<file path="config.mk">
export PLATFORM = sky130hd
export DESIGN_NAME = sram_bus_arbiter
export DESIGN_NICKNAME = d
export VERILOG_FILES = /design/src/rtl/sram_arb_pkg.sv /design/src/rtl/arb_tag_fifo.sv /design/src/rtl/sram_bus_arbiter.sv
export SDC_FILE = /design/constraint.sdc
export NUM_CORES = 1
export LEC_CHECK = 0
export CORE_AREA = 5 5 122 124
export DETAILED_ROUTE_END_ITERATION = 6
export DIE_AREA = 0 0 127 129
export GPL_TIMING_DRIVEN = 1
export PLACE_DENSITY_LB_ADDON = 0.1
export SYNTH_ARGS = -nofsm -noshare
export SYNTH_HDL_FRONTEND = slang
export SYNTH_HIERARCHICAL = 1
export SYNTH_SLANG_ARGS = --single-unit
</file>
<file path="constraint.sdc">
create_clock -name clk -period 2.9 [get_ports clk]
set_input_delay 0.725 -clock clk [delete_from_list [all_inputs] [get_ports clk]]
set_output_delay 0.725 -clock clk [all_outputs]
set_load 0.01 [all_outputs]
</file>
<file path="src/rtl/sram_arb_pkg.sv">
// Shared constants and types for the sram-like bus arbiter.
package sram_arb_pkg;

  localparam logic REQ_INST = 1'b0;
  localparam logic REQ_DATA = 1'b1;

  localparam logic [0:0] ARB_IDLE = 1'b0;
  localparam logic [0:0] ARB_LOCK = 1'b1;

  typedef struct packed {
    logic        wr;
    logic [1:0]  size;
    logic [3:0]  wstrb;
    logic [31:0] addr;
    logic [31:0] wdata;
  } req_fields_t;

  function automatic req_fields_t pick_fields(input logic sel,
                                              input req_fields_t inst_f,
                                              input req_fields_t data_f);
    if (sel == REQ_DATA) begin
      return data_f;
    end else begin
      return inst_f;
    end
  endfunction

endpackage

</file>
<file path="src/rtl/arb_tag_fifo.sv">
// In-order FIFO of 1-bit requester ids, one entry per accepted transaction.
module arb_tag_fifo #(
  parameter int DEPTH = 4
) (
  input  logic clk,
  input  logic resetn,
  input  logic i_push,
  input  logic i_push_id,
  input  logic i_pop,
  output logic o_full,
  output logic o_empty,
  output logic o_head
);

  localparam int AW = $clog2(DEPTH);
  localparam logic [AW-1:0] PTR_ONE  = AW'(1);
  localparam logic [AW:0]   CNT_ONE  = (AW+1)'(1);
  localparam logic [AW:0]   CNT_FULL = (AW+1)'(DEPTH);

  logic [DEPTH-1:0] r_mem;
  logic [AW-1:0]    r_wptr;
  logic [AW-1:0]    r_rptr;
  logic [AW:0]      r_count;
  logic             w_push;
  logic             w_pop;

  assign o_full  = (r_count == CNT_FULL);
  assign o_empty = (r_count == '0);
  assign o_head  = r_mem[r_rptr];
  assign w_push  = i_push & ~o_full;
  assign w_pop   = i_pop & ~o_empty;

  // Storage, pointers and occupancy; pointers wrap naturally at DEPTH.
  always_ff @(posedge clk or negedge resetn) begin
    if (!resetn) begin
      r_mem   <= '0;
      r_wptr  <= '0;
      r_rptr  <= '0;
      r_count <= '0;
    end else begin
      if (w_push) begin
        r_mem[r_wptr] <= i_push_id;
        r_wptr        <= r_wptr + PTR_ONE;
      end
      if (w_pop) begin
        r_rptr <= r_rptr + PTR_ONE;
      end
      case ({w_push, w_pop})
        2'b10:   r_count <= r_count + CNT_ONE;
        2'b01:   r_count <= r_count - CNT_ONE;
        default: r_count <= r_count;
      endcase
    end
  end

endmodule

</file>
<file path="src/rtl/sram_bus_arbiter.sv">
// Arbitrates the inst and data sram-like ports onto one master port and routes responses in order.
// Define ARB_RR_EN for round-robin arbitration; default is fixed data-over-inst priority.
module sram_bus_arbiter
  import sram_arb_pkg::*;
#(
  parameter int OUTSTANDING = 4
) (
  input  logic        clk,
  input  logic        resetn,
  input  logic        inst_sram_req,
  input  logic        inst_sram_wr,
  input  logic [1:0]  inst_sram_size,
  input  logic [3:0]  inst_sram_wstrb,
  input  logic [31:0] inst_sram_addr,
  input  logic [31:0] inst_sram_wdata,
  output logic        inst_sram_addr_ok,
  output logic        inst_sram_data_ok,
  output logic [31:0] inst_sram_rdata,
  input  logic        data_sram_req,
  input  logic        data_sram_wr,
  input  logic [1:0]  data_sram_size,
  input  logic [3:0]  data_sram_wstrb,
  input  logic [31:0] data_sram_addr,
  input  logic [31:0] data_sram_wdata,
  output logic        data_sram_addr_ok,
  output logic        data_sram_data_ok,
  output logic [31:0] data_sram_rdata,
  output logic        sram_req,
  output logic        sram_wr,
  output logic [1:0]  sram_size,
  output logic [3:0]  sram_wstrb,
  output logic [31:0] sram_addr,
  output logic [31:0] sram_wdata,
  input  logic        sram_addr_ok,
  input  logic        sram_data_ok,
  input  logic [31:0] sram_rdata
);

  logic [0:0]  r_state;
  logic        r_owner;
  req_fields_t w_inst_f;
  req_fields_t w_data_f;
  req_fields_t w_sel_f;
  logic        w_winner;
  logic        w_grant_valid;
  logic        w_grant_id;
  logic        w_sel_req;
  logic        w_sram_req;
  logic        w_push;
  logic        w_pop;
  logic        w_resp_ok;
  logic        w_fifo_full;
  logic        w_fifo_empty;
  logic        w_fifo_head;

  assign w_inst_f = '{wr: inst_sram_wr, size: inst_sram_size, wstrb: inst_sram_wstrb,
                      addr: inst_sram_addr, wdata: inst_sram_wdata};
  assign w_data_f = '{wr: data_sram_wr, size: data_sram_size, wstrb: data_sram_wstrb,
                      addr: data_sram_addr, wdata: data_sram_wdata};

`ifdef ARB_RR_EN
  logic r_rr_ptr;

  // Preferred requester when both ask; only consulted on a tie.
  always_comb begin
    w_winner = REQ_INST;
    if (inst_sram_req & data_sram_req) begin
      w_winner = r_rr_ptr;
    end else if (data_sram_req) begin
      w_winner = REQ_DATA;
    end else begin
      w_winner = REQ_INST;
    end
  end

  // Pointer flips away from whoever was just accepted.
  always_ff @(posedge clk or negedge resetn) begin
    if (!resetn) begin
      r_rr_ptr <= REQ_INST;
    end else if (w_push) begin
      r_rr_ptr <= ~w_grant_id;
    end else begin
      r_rr_ptr <= r_rr_ptr;
    end
  end
`else
  // Fixed priority: data beats inst.
  always_comb begin
    w_winner = REQ_INST;
    if (data_sram_req) begin
      w_winner = REQ_DATA;
    end else begin
      w_winner = REQ_INST;
    end
  end
`endif

  // Grant selection; a full FIFO blocks new grants even if a pop is happening now.
  always_comb begin
    w_grant_valid = 1'b0;
    w_grant_id    = REQ_INST;
    if (!resetn) begin
      w_grant_valid = 1'b0;
    end else begin
      case (r_state)
        ARB_LOCK: begin
          w_grant_valid = 1'b1;
          w_grant_id    = r_owner;
        end
        ARB_IDLE: begin
          if (!w_fifo_full && (inst_sram_req || data_sram_req)) begin
            w_grant_valid = 1'b1;
            w_grant_id    = w_winner;
          end else begin
            w_grant_valid = 1'b0;
          end
        end
        default: w_grant_valid = 1'b0;
      endcase
    end
  end

  assign w_sel_req  = (w_grant_id == REQ_DATA) ? data_sram_req : inst_sram_req;
  assign w_sram_req = w_grant_valid & w_sel_req;
  assign w_sel_f    = pick_fields(w_grant_id, w_inst_f, w_data_f);
  assign w_push     = w_sram_req & sram_addr_ok;
  assign w_pop      = resetn & sram_data_ok;
  assign w_resp_ok  = w_pop & ~w_fifo_empty;

  // Master port fields are zeroed whenever nobody holds the grant.
  always_comb begin
    sram_req   = w_sram_req;
    sram_wr    = 1'b0;
    sram_size  = 2'b00;
    sram_wstrb = 4'b0000;
    sram_addr  = 32'h0000_0000;
    sram_wdata = 32'h0000_0000;
    if (w_grant_valid) begin
      sram_wr    = w_sram_req & w_sel_f.wr;
      sram_size  = w_sel_f.size;
      sram_wstrb = w_sel_f.wstrb;
      sram_addr  = w_sel_f.addr;
      sram_wdata = w_sel_f.wdata;
    end else begin
      sram_wr    = 1'b0;
    end
  end

  assign inst_sram_addr_ok = w_push & (w_grant_id == REQ_INST);
  assign data_sram_addr_ok = w_push & (w_grant_id == REQ_DATA);
  assign inst_sram_data_ok = w_resp_ok & (w_fifo_head == REQ_INST);
  assign data_sram_data_ok = w_resp_ok & (w_fifo_head == REQ_DATA);
  assign inst_sram_rdata   = inst_sram_data_ok ? sram_rdata : 32'h0000_0000;
  assign data_sram_rdata   = data_sram_data_ok ? sram_rdata : 32'h0000_0000;

  // Lock the winner until its address phase completes.
  always_ff @(posedge clk or negedge resetn) begin
    if (!resetn) begin
      r_state <= ARB_IDLE;
      r_owner <= REQ_INST;
    end else begin
      case (r_state)
        ARB_IDLE: begin
          if (w_sram_req && !sram_addr_ok) begin
            r_state <= ARB_LOCK;
            r_owner <= w_grant_id;
          end else begin
            r_state <= ARB_IDLE;
          end
        end
        ARB_LOCK: begin
          if (sram_addr_ok) begin
            r_state <= ARB_IDLE;
          end else begin
            r_state <= ARB_LOCK;
          end
        end
        default: r_state <= ARB_IDLE;
      endcase
    end
  end

  arb_tag_fifo #(
    .DEPTH (OUTSTANDING)
  ) u_tag_fifo (
    .clk       (clk),
    .resetn    (resetn),
    .i_push    (w_push),
    .i_push_id (w_grant_id),
    .i_pop     (w_pop),
    .o_full    (w_fifo_full),
    .o_empty   (w_fifo_empty),
    .o_head    (w_fifo_head)
  );

endmodule

</file>
==> flow_summary.json <==
{
  "outcome": "finished clean",
  "rr_worst_depth": 12,
  "hold_violations": 0,
  "synth.avg_cell_area_um2": 7.10,
  "ir_worst_vdd_uv": 405,
  "syn2layout_area_growth_pct": 130,
  "crit_arrival_ns": 2.12,
  "p_leak_nw": 2.86,
  "grt_max_degree": 54,
  "hp-class": "register to register",
  "cp_data_required_time_ns": 2.17,
  "power_mw": 3.14,
  "rrSetupSlack_ns": 0.21,
  "synth_top_cell_by_area": "nand3b_1",
  "io_pins": 320,
  "postLayoutCoreUtil_pct": 48.3,
  "die_w_um": 127,
  "die_h_um": 129,
  "ys_types": 43,
  "design_area_mm2": 0.00660,
  "worstPathMaxFanout": 16,
  "initial_core_util_pct": 21.0,
  "grt_pass1_wl_um": 25400,
  "insertion_delay_ns": 0.24,
  "async_flop_share_pct": 100,
  "dieArea_mm2": 0.0164,
  "synth_top_area_share_pct": 18.1,
  "totalWireLength_um": 18000,
  "p_per_area_mw_per_mm2": 475,
  "maxCapViolCount": 0,
  "coreArea_mm2": 0.0137,
  "final_max_slew_viol_count": 0,
  "cts_max_level": 1,
  "antenna_left": 0,
  "grtUsageTotal_pct": 19.5,
  "netlist_instances": 404,
  "num_vias": 4221,
  "fmax_ghz": 0.351,
  "antenna_found_initial": 1,
  "layout-drive-gt1-share_pct": 23.1,
  "startpoint_type": "register",
  "netlist_area_mm2": 0.00287,
  "cts_buffer_depth": 2,
  "tightest_slew_ns": 0.409,
  "reg2reg_from": "r_state$_DFF_PN0_",
  "hold_buffers": 0,
  "fin_worst_skew_ns": 0.00153,
  "setup_viol": 0,
  "grt_pass1_vias": 4144,
  "vias_per_cell": 4.59,
  "syn_nets": 590,
  "post-route-min-period_ns": 2.85,
  "endpoint": "data_sram_rdata[31]",
  "drcViolationCount": 0,
  "finalCritPeriodShare_pct": 98.2,
  "seq_area_frac_synth_pct": 11.3,
  "path_class": "register to output pin",
  "yosys-top-cells-area": "nand3b_1, and2_1, a21oi_1",
  "detailed_place_hpwl_um": 12800,
  "overflow": 0,
  "gp_congestion": 0.871,
  "cts_sinks": 13,
  "synth_edf_count": 0,
  "core.rowCount": 43,
  "wire_per_inst_um": 19.5,
  "synthFlopType": "dfrtp_1",
  "dr.first_iter.drc_count": 214,
  "cts_root_buffer": "clkbuf_16",
  "drt_pass1_iterations": 4,
  "clk_pin_slew_ns": 0.04,
  "reg2reg_to": "u_tag_fifo/r_count[2]$_DFFE_PN0P_",
  "yosysWarnings": 6,
  "place_area_mm2": 0.00629,
  "nets": 926,
  "ys_seq_elements": 13,
  "slew_headroom_pct": 72.7,
  "numCtsBuffers": 3,
  "end_kind": "output pin",
  "cts_tree": "done",
  "port_buffers": 319,
  "rsz0062_at_grt": "true",
  "crit_start": "u_tag_fifo/r_rptr[0]$_DFFE_PN0P_"
}
==> cell usage after synthesis, types with 2 or more instances <==
master / number
a21oi_1: 69
nand3b_1: 69
and2_1: 64
o21ai_0: 50
o21ai_1: 29
buf_6: 17
dfrtp_1: 13
nand2_1: 11
buf_2: 9
clkbuf_2: 8
inv_1: 8
buf_4: 7
ha_1: 5
clkbuf_1: 4
nor2_1: 4
xnor2_1: 3
xor2_1: 3
a21oi_2: 2
nand2b_1: 2
nand3b_4: 2
nor3_1: 2
nor3b_4: 2
==> metal layers <==
metal | vias up | part of all wire [%] | global-route usage [%]
met5 | - | 0 | 0
met4 | 0 | 0.91 | 2.52
met3 | 12 | 5.5 | 2.57
met2 | 158 | 52 | 36.8
met1 | 1951 | 41 | 24.2
li1 | 2100 | - | -
==> per-stage QoR <==
| stage | setup TNS [ns] | setup WS, ns | hold slack, ns | cells |
|---|---|---|---|---|
| final | 0 | 0.0510 | 0.483 | 920 |
| after global routing | -0.134 | -0.0169 | 0.494 | 920 |
| after CTS | -0.136 | -0.0411 | 0.487 | 912 |
| after detailed placement | -55.16 | -0.535 | 0.481 | 887 |
| after global placement | -52.45 | -0.519 | 0.477 | 887 |
| after floorplan | 0 | 0.127 | 0.429 | 404 |
==> where the power goes <==
group / total (mW) / leakage (nW) / internal (mW) / switching, mW
Clock: 0.259 / 0.0382 / 0.185 / 0.0735
Sequential: 0.336 / 0.160 / 0.260 / 0.0763
Combinational: 2.54 / 2.66 / 1.38 / 1.16
Total: 3.14 / 2.86 / 1.83 / 1.31
==> how the worst min path moves through the flow <==
stage                                     start                          endpoint  slack (ns)  cells past startpoint
4_1_cts        u_tag_fifo/r_rptr[1]$_DFFE_PN0P_  u_tag_fifo/r_rptr[1]$_DFFE_PN0P_        0.49                      1
6_report       u_tag_fifo/r_rptr[1]$_DFFE_PN0P_  u_tag_fifo/r_rptr[1]$_DFFE_PN0P_        0.48                      1
3_5_place_dp   u_tag_fifo/r_rptr[1]$_DFFE_PN0P_  u_tag_fifo/r_rptr[1]$_DFFE_PN0P_        0.48                      1
2_1_floorplan                            resetn               r_owner$_DFFE_PN0P_        0.43                      0
5_1_grt        u_tag_fifo/r_rptr[1]$_DFFE_PN0P_  u_tag_fifo/r_rptr[1]$_DFFE_PN0P_        0.49                      1
3_3_place_gp   u_tag_fifo/r_rptr[1]$_DFFE_PN0P_  u_tag_fifo/r_rptr[1]$_DFFE_PN0P_        0.48                      1
==> worst max-delay path, cell delays in order (launching register included) <==
cell             delay, ns
dfrtp_1               0.41
mux4_2                0.59
nor3b_4               0.21
buf_6                 0.15
buf_16                0.14
and2_1                0.15
clkdlybuf4s15_1       0.23
==> area by class of cell <==
class | count | area [µm²]
inverters | 8 | 30.0
repair buffers | 377 | 3720
fillers | 1388 | 7060
multi-input cells | 337 | 2220
diodes | 1 | 2.50
clock buffers | 4 | 78.8
flip-flops and latches | 13 | 325
well taps | 180 | 225
==> state kept, by name (all words and copies together) (netlist names) <==
| register | count |
|---|---|
| r_owner | 1 |
| u_tag_fifo/r_wptr | 2 |
| u_tag_fifo/r_mem | 4 |
| u_tag_fifo/r_rptr | 2 |
| u_tag_fifo/r_count | 3 |
| r_state | 1 |
==> logic make-up (layout without fill, tap and decap cells) <==
group | count (synthesis) | count (layout) | synth area share [%]
buf+inv | 54 | 389 | 13.6
fa+ha+maj | 6 | 6 | 2.88
compound gates | 157 | 157 | 28.6
other cells | 0 | 1 | 0
xor+xnor | 6 | 6 | 1.83
mux | 3 | 3 | 1.66
flops | 13 | 13 | 11.3
simple gates | 165 | 165 | 40.2
==> what timing repair did <==
item | CTS | global route
buffers inserted | 11 | 4
pin swaps | 5 | 4
gates cloned | 10 | 4
gates resized for setup | 336 | 93
setup endpoints to repair | 141 | 115
hold endpoints to repair | 0 | 0
==> cells in the final DEF (no fill, tap or decap), types with 2 or more instances in the layout <==
cell,n
inv_1,8
buf_2,43
clkbuf_16,5
buf_4,22
nand3b_4,2
clkdlybuf4s15_1,40
nand3b_1,69
nor2_1,4
clkbuf_2,34
ha_1,4
nor3b_4,3
dfrtp_1,13
buf_16,5
a21oi_1,66
and2_1,63
o21ai_0,48
and2_4,2
clkdlybuf4s15_2,8
nand2_1,10
clkdlybuf4s50_1,175
o21ai_1,31
buf_6,8
xnor2_1,3
a21oi_2,5
nand2b_1,2
bufbuf_16,5
dlygate4sd2_1,18
xor2_1,3
buf_12,16
Power figures use the tool's default switching activity.
